### config.mk
export PLATFORM = sky130hd
export DESIGN_NAME = pool_2x2_feeder
export DESIGN_NICKNAME = d
export VERILOG_FILES = /design/src/rtl/pool_2x2_feeder.sv
export SDC_FILE = /design/constraint.sdc
export NUM_CORES = 1
export LEC_CHECK = 0
export BUFFER_PORTS_ARGS = -buffer_cell sky130_fd_sc_hd__buf_2
export CAP_MARGIN = 40
export CORE_AREA = 2 2 173 217
export CTS_CLUSTER_DIAMETER = 40
export DETAILED_ROUTE_END_ITERATION = 10
export DIE_AREA = 0 0 175 219
export GPL_TIMING_DRIVEN = 0
export PLACE_DENSITY_LB_ADDON = 0.1
export SYNTH_ARGS = -nofsm -noshare
export SYNTH_HDL_FRONTEND = slang
export SYNTH_SLANG_ARGS = --single-unit
### constraint.sdc
create_clock -name clk -period 3.5 [get_ports clk]
set_input_delay 0.525 -clock clk [delete_from_list [all_inputs] [get_ports clk]]
set_output_delay 0.525 -clock clk [all_outputs]
set_load 0.01 [all_outputs]
### src/rtl/pool_2x2_feeder.sv
// Streams a raster fp16 feature map into a 2x2 max-pool unit: even rows are buffered,
// odd rows issue an upper-pair/lower-pair operand sequence per 2x2 window.
module pool_2x2_feeder #(
  parameter int IMG_W = 24,
  parameter int IMG_H = 24
) (
  input  logic        clk,
  input  logic        rst_n,
  input  logic        start,
  input  logic        in_valid,
  input  logic [15:0] in_data,
  output logic        in_ready,
  output logic [15:0] pool_a,
  output logic [15:0] pool_b,
  output logic        pool_store,
  output logic        pool_out_valid,
  output logic [((IMG_H/2 > 1) ? $clog2(IMG_H/2) : 1)-1:0] pool_row,
  output logic [((IMG_W/2 > 1) ? $clog2(IMG_W/2) : 1)-1:0] pool_col,
  output logic        frame_done
);

  localparam int XW = $clog2(IMG_W);
  localparam int YW = $clog2(IMG_H);
  localparam int CW = (IMG_W/2 > 1) ? $clog2(IMG_W/2) : 1;
  localparam int RW = (IMG_H/2 > 1) ? $clog2(IMG_H/2) : 1;
  localparam int NP = IMG_W / 2;

  typedef enum logic [1:0] {IDLE, FILL, POOL, DONE} state_t;

  state_t          state, state_nx;
  logic [XW-1:0]   in_col;
  logic [YW-1:0]   in_row;
  logic [15:0]     stage;
  logic [31:0]     rbuf [NP];
  logic [31:0]     iss_pair;
  logic [CW-1:0]   iss_idx;
  logic [RW-1:0]   iss_row;
  logic            s1, s2;
  logic            take, col_last, row_last, drained;
  logic [CW-1:0]   pair_idx;

  assign take     = in_valid & in_ready;
  assign col_last = (in_col == XW'(IMG_W - 1));
  assign row_last = (in_row == YW'(IMG_H - 1));
  assign pair_idx = CW'(in_col >> 1);
  // After the last pixel the row counter has wrapped to 0 while still in POOL;
  // input is closed and DONE waits for the final result to leave the pipeline.
  assign drained  = (in_row == '0);

  always_ff @(posedge clk or negedge rst_n) begin
    if (!rst_n) state <= IDLE;
    else        state <= state_nx;
  end

  always_comb begin
    state_nx = state;
    unique case (state)
      IDLE: if (start) state_nx = FILL;
      FILL: if (take && col_last) state_nx = POOL;
      POOL: begin
        if (take && col_last && !row_last) state_nx = FILL;
        else if (drained && s2)            state_nx = DONE;
      end
      DONE: state_nx = IDLE;
      default: state_nx = IDLE;
    endcase
  end

  always_comb begin
    in_ready       = (state == FILL) || ((state == POOL) && !drained);
    frame_done     = (state == DONE);
    pool_store     = s1;
    pool_out_valid = s2;
    pool_a         = '0;
    pool_b         = '0;
    pool_row       = '0;
    pool_col       = '0;
    if (s1) begin
      {pool_a, pool_b} = rbuf[iss_idx];
    end else if (s2) begin
      {pool_a, pool_b} = iss_pair;
      pool_row         = iss_row;
      pool_col         = iss_idx;
    end
  end

  always_ff @(posedge clk or negedge rst_n) begin
    if (!rst_n) begin
      in_col <= '0;
      in_row <= '0;
    end else if (take) begin
      if (col_last) begin
        in_col <= '0;
        in_row <= row_last ? '0 : in_row + YW'(1);
      end else begin
        in_col <= in_col + XW'(1);
      end
    end
  end

  always_ff @(posedge clk or negedge rst_n) begin
    if (!rst_n) begin
      stage    <= '0;
      iss_pair <= '0;
      iss_idx  <= '0;
      iss_row  <= '0;
      s1       <= 1'b0;
      s2       <= 1'b0;
    end else begin
      s1 <= 1'b0;
      s2 <= s1;
      if (take && !in_col[0]) stage <= in_data;
      if (take && in_col[0] && (state == POOL)) begin
        iss_pair <= {stage, in_data};
        iss_idx  <= pair_idx;
        iss_row  <= RW'(in_row >> 1);
        s1       <= 1'b1;
      end
    end
  end

  always_ff @(posedge clk) begin
    if (take && in_col[0] && (state == FILL)) rbuf[pair_idx] <= {stage, in_data};
  end

endmodule

==> results_dict.tcl, run 1 <==
set metrics [dict create \
    drc 0 \
    period_share_pct 96.8 \
    ys_ff_latch 454 \
    rows 78 \
    finalWirelength_um 39400 \
    worstPathArrival_ns 2.86 \
    endpoint_kind "primary output" \
    crit_type "reg2out" \
    drive_above_1_share_pct 30.6 \
    nets 1061 \
    synthDistinctLibCells 44 \
    seq_power_share_pct 52.6 \
    netlist_area_um2 17900 \
    grt_antenna_before_repair 0 \
    register_area_um2 13300 \
    drt-pass1-iter-count 5 \
    drv_slew 0 \
    clk_latency_ns 0.57 \
    busiest_layer "met2" \
    grtUsageTotal_pct 21.3 \
    p_per_area_nw_per_um2 641 \
    cts_tree "done" \
    grt_overflow 0 \
    synthArstFlopShare_pct 15.4 \
    p_int_mw 10.4 \
    met2_usage_pct 37.0 \
    p_sw_share_pct 22.8 \
    cp-start-kind "flop" \
    ys.warnings.count 0 \
    nFillCells 2701 \
    finalSetupViolations 0 \
    hpwlAfterDp_um 26200 \
    gp_congestion 0.754 \
    diodes 0 \
    fin_skew_ns 0.0142 \
    synth_ff_type "edfxtp_1" \
    place_inst 1465 \
    power_frac_comb_pct 6.7 \
    wl_per_cell_um 25.3 \
    portBuffers 63 \
    hp-class "in2reg" \
    synth_edf_count 384 \
    start_util_pct 49.4 \
    final_common_cell "edfxtp_1" \
    syn_nets 929 \
    ir_drop_v 0.000478 \
    first_global_vias 9625 \
    slew_headroom_pct 45.3 \
    clock_sinks 454 \
    num_io_pins 64 \
    multi_input_area_um2 4380 \
    p_clk_share_pct 40.7 \
    setup_ws_ns 0.112 \
    drtIter0Drc 632 \
    vias 8964 \
    clk_pin_slew_ns 0.06 \
    die-area_um2 38300 \
    cts.htree.levels 2 \
    die_x_um 175 \
    worstMarginPinSlew_ns 0.821 \
    use_met1_pct 28.5 \
    layout_common_cells "edfxtp_1, buf_2, dfrtp_1" \
    core_area_um2 36200 \
    path_max_fanout 10 \
    grt_first_pass_wirelength_um 59800 \
    postRouteAntennaNets 0 \
    grt_use_met3_pct 2.84 \
    syn_inst 906 \
    area_growth_pct 17.6 \
    cap_violations 0 \
    pre_cts_slack_ns 0.324 \
    fin_crit_ns 3.39 \
    p_leak_nw 7.18 \
    p_switching_mw 3.08 \
    viasPerCell 5.75 \
    ys_seq_area_share_pct 74.2 \
    final_util_pct 58.1 \
    worst_ep_required_time_ns 2.97 \
    grt_start_max_net_pins 54 \
    fin_cells 1559 \
    dieHeight_um 219 \
    status "finished clean" \
    rsz0062_at_grt "no" \
    avgSynthCellArea_um2 19.8 \
    cts.path.max_buffers 3 \
    root_buffer "clkbuf_16" \
    tns_ns 0 \
    fmax_mhz 295 \
    cts_buffers 51 \
    hold_violations 0 \
    cts_setup_buffers 0 \
]
[cell type report]
cell class,instances,share of cell area (%)
clock buffer,75,6.93
multi-input combinational,389,20.8
buffer,57,1.57
sequential,454,63.1
tap,480,2.85
timing repair buffer,80,3.26
inverter,5,0.0891
clock inverter,19,1.39
[Yosys cell counts, types with 2 or more instances]
master / instances / area share, %
edfxtp_1: 384 / 64
dfrtp_1: 70 / 9.8
mux2i_1: 64 / 3.6
mux4_2: 64 / 8.1
mux2_2: 57 / 3.6
nor2b_1: 37 / 1.3
a211o_1: 32 / 1.6
a22oi_1: 32 / 1.3
a32o_1: 32 / 1.8
clkbuf_1: 32 / 0.67
nor2_1: 11 / 0.23
and2_1: 9 / 0.31
buf_6: 9 / 0.57
nand2_1: 9 / 0.19
buf_2: 8 / 0.22
nand3_1: 6 / 0.17
buf_4: 5 / 0.21
inv_1: 5 / 0.10
nor3_1: 4 / 0.11
buf_1: 3 / 0.063
ha_1: 3 / 0.21
nand4b_1: 3 / 0.15
mux2_4: 2 / 0.17
nand2b_1: 2 / 0.070
o21ai_0: 2 / 0.056
o2bb2ai_1: 2 / 0.098
xnor2_1: 2 / 0.098
[per-stage QoR]
step                hold slack, ns  cell area [um^2]  power [mW]
floorplan                    0.229             17900        7.55
global placement             0.383             18800        7.98
detailed placement           0.388             19300        8.13
CTS                          0.187             21000        13.6
global route                 0.216             21100        14.0
finish                       0.210             21100        13.5
[flip-flops by register name (all words and copies together), names as in the netlist]
| signal | count |
|---|---|
| stage | 16 |
| iss_pair | 32 |
| rbuf | 384 |
| state | 2 |
| pool_out_valid | 1 |
| iss_row | 4 |
| in_row | 5 |
| in_col | 5 |
| iss_idx | 4 |
| pool_store | 1 |
[power groups by stage]
stage | Sequential, mW | Clock (mW) | Combinational (mW)
CTS | 7.11 | 5.59 | 0.919
global route | 7.17 | 5.81 | 0.982
detailed placement | 7.22 | 0 | 0.914
finish | 7.10 | 5.49 | 0.902
floorplan | 7.01 | 0 | 0.537
global placement | 7.22 | 0 | 0.765
[timing repair]
action,in CTS,in global routing
endpoints found under the hold margin,17,0
endpoints found under the setup margin,28,21
gates resized for setup,9,7
hold buffers,1,0
[critical path, stage by stage, from the launching register on]
cell     delay, ns
dfrtp_1       0.47
buf_1         0.55
mux4_2        0.42
nor2b_1       0.16
a211o_1       0.30
a32o_1        0.27
buf_2         0.14
[path summary, 6_finish.rpt]
kind,startpoint,end,slack [ns],cells past startpoint
setup / recovery,iss_idx[1],pool_b[6],0.11,6
hold / removal,start,state[0],0.21,3
setup reg to reg,state[1],rbuf[6][14],1.00,4
hold reg to reg,pool_store,pool_out_valid,0.41,0
max in group asynchronous,rst_n,iss_pair[5],2.50,3
min in group asynchronous,rst_n,iss_pair[27],0.40,2
[metal layers]
metal / routed length, um / up-vias
li1: - / 3975
met1: 17000 / 4727
met2: 20100 / 203
met3: 1500 / 59
met4: 738 / 0
met5: 0 / -
[kinds of logic (layout without fill, tap and decap cells)]
logic type / count (synthesis) / count (layout) / share of synthesized area, %
compound gates: 107 / 107 / 5.22
xor+xnor: 3 / 3 / 0.147
fa+ha+maj: 3 / 3 / 0.210
buf+inv: 63 / 236 / 1.87
flops: 454 / 454 / 74.2
mux: 187 / 187 / 15.4
simple gates: 89 / 89 / 2.95
Note: power is estimated with default switching activity, not from simulation.
==> run 2, diff against run 1 <==
Settings changed: CORE_AREA 2 2 173 217 to 2 2 193 242, DIE_AREA 0 0 175 219 to 0 0 195 244.
==> results_dict.tcl, run 2 (synthesis results as in run 1) <==
set metrics [dict create \
    clock_sinks 454 \
    worstPathArrival_ns 2.87 \
    first_global_vias 9749 \
    hpwlAfterDp_um 28600 \
    fin_crit_ns 3.39 \
    multi_input_area_um2 4380 \
    final_util_pct 47.2 \
    die-area_um2 47600 \
    place_area_um2 19400 \
    tns_ns 0 \
    status "finished clean" \
    clk_latency_ns 0.58 \
    period_share_pct 96.9 \
    cts_buffers 54 \
    num_io_pins 64 \
    gp_congestion 0.725 \
    grt_antenna_before_repair 0 \
    worst_ep_required_time_ns 2.97 \
    cp_slowest_cell "dfrtp_1" \
    finalInstanceArea_um2 21300 \
    grt_first_pass_wirelength_um 64100 \
    wl_per_cell_um 25.5 \
    portBuffers 63 \
    start_util_pct 39.7 \
    whs_ns 0.199 \
    clk_pin_slew_ns 0.06 \
    core_area_um2 45100 \
    cts_setup_buffers 0 \
    root_buffer "clkbuf_16" \
    crit_family "buffers and inverters" \
    rsz0062_at_grt "no" \
    worstMarginPinSlew_ns 0.798 \
    ir_drop_v 0.000397 \
    dieHeight_um 244 \
    layout_common_cells "edfxtp_1, buf_2, dfrtp_1" \
    postRouteAntennaNets 0 \
    final_common_cell "edfxtp_1" \
    drive_above_1_share_pct 32.1 \
    drtIter0Drc 666 \
    path_max_fanout 10 \
    diodes 0 \
    cts.path.max_buffers 3 \
    grtUsageTotal_pct 18.3 \
    grt_start_max_net_pins 53 \
    rows 87 \
    endpoint_kind "primary output" \
    register_area_um2 13300 \
    area_growth_pct 19.0 \
    p_per_area_nw_per_um2 644 \
    nFillCells 3853 \
    largest_register_ffs 384 \
    crit_buf_inv 4 \
    cts_tree "done" \
    hp-class "in2reg" \
    nets 1065 \
    drt-pass1-iter-count 5 \
    fmax_mhz 295 \
    viasPerCell 5.41 \
    cap_violations 0 \
    vias 9018 \
    cp-start-kind "flop" \
    die_x_um 195 \
    drv_slew 0 \
    place_inst 1564 \
    crit_chain "clkbuf_4, clkbuf_1, buf_6, mux4_2, a211o_1, a32o_1, buf_2" \
    crit_type "reg2out" \
    fin_cells 1666 \
    hold_violations 0 \
    finalWirelength_um 42500 \
    largestRegisters "rbuf (384), iss_pair (32), stage (16)" \
    grt_overflow 0 \
    p_leak_nw 7.25 \
    finalSetupViolations 0 \
    slowest_delay_ns 0.42 \
    largest_register "rbuf" \
    cts.htree.levels 2 \
    drc 0 \
    slew_headroom_pct 46.8 \
    fin_skew_ns 0.0105 \
]
-- run 2: cell count changes in the layout (fill, tap and decap cells not counted), sizes merged --
cell / change
inv: +5
clkbuf: -5
clkinv: +9
clkinvlp: +2
bufinv: -3
buf: +1
-- run 2: layout make-up --
type | count | area share (%)
buffer | 57 | 1.61
clock buffer | 70 | 7.16
clock inverter | 32 | 1.48
inverter | 5 | 0.0882
multi-input combinational | 389 | 20.6
sequential | 454 | 62.4
tap | 578 | 3.40
timing repair buffer | 81 | 3.30
-- run 2: worst paths after layout --
path                            startpoint              to  slack [ns]  depth (start not counted)
min in group asynchronous            rst_n    iss_pair[26]        0.40                          2
worst max register to register    state[1]     rbuf[0][18]        0.86                          5
max in group asynchronous            rst_n     iss_pair[7]        2.49                          3
worst min register to register  pool_store  pool_out_valid        0.41                          0
worst min-delay path                 start        state[0]        0.20                          3
worst max-delay path            iss_idx[1]       pool_b[7]        0.11                          7
-- run 2: repair_timing --
action | in CTS | in global routing
endpoints found under the setup margin | 31 | 17
hold buffers | 1 | 0
hold endpoints to repair | 18 | 0
cloned | 0 | 0
resized for setup | 13 | 10
-- run 2: power breakdown --
part           switching (mW)  leakage (nW)  total, mW  internal, mW
combinational           0.536          1.98      0.914         0.378
clock                    2.27         0.883       5.67          3.40
sequential              0.498          4.38       7.13          6.63
total                    3.30          7.25       13.7          10.4
-- run 2: layer usage --
layer / wire length (um) / global-route usage, % / up-vias
met1: 18300 / 24.0 / 4789
li1: - / - / 3990
met2: 21900 / 31.9 / 180
met5: 0 / 0 / -
met4: 775 / 4.83 / 0
met3: 1580 / 2.87 / 59
-- run 2: metrics by stage --
step | total power, mW | setup WS (ns)
after floorplan | 7.55 | 0.680
after global placement | 8.03 | -1.33
after detailed placement | 8.19 | 0.270
after CTS | 13.9 | 0.00520
after global routing | 14.2 | 0.0125
final | 13.7 | 0.109
-- run 2: worst min-delay path: cells and delay by family --
family,cells,cell delay (ns)
buffers and inverters,1,0.08
AO/OA/AOI/OAI,2,0.14
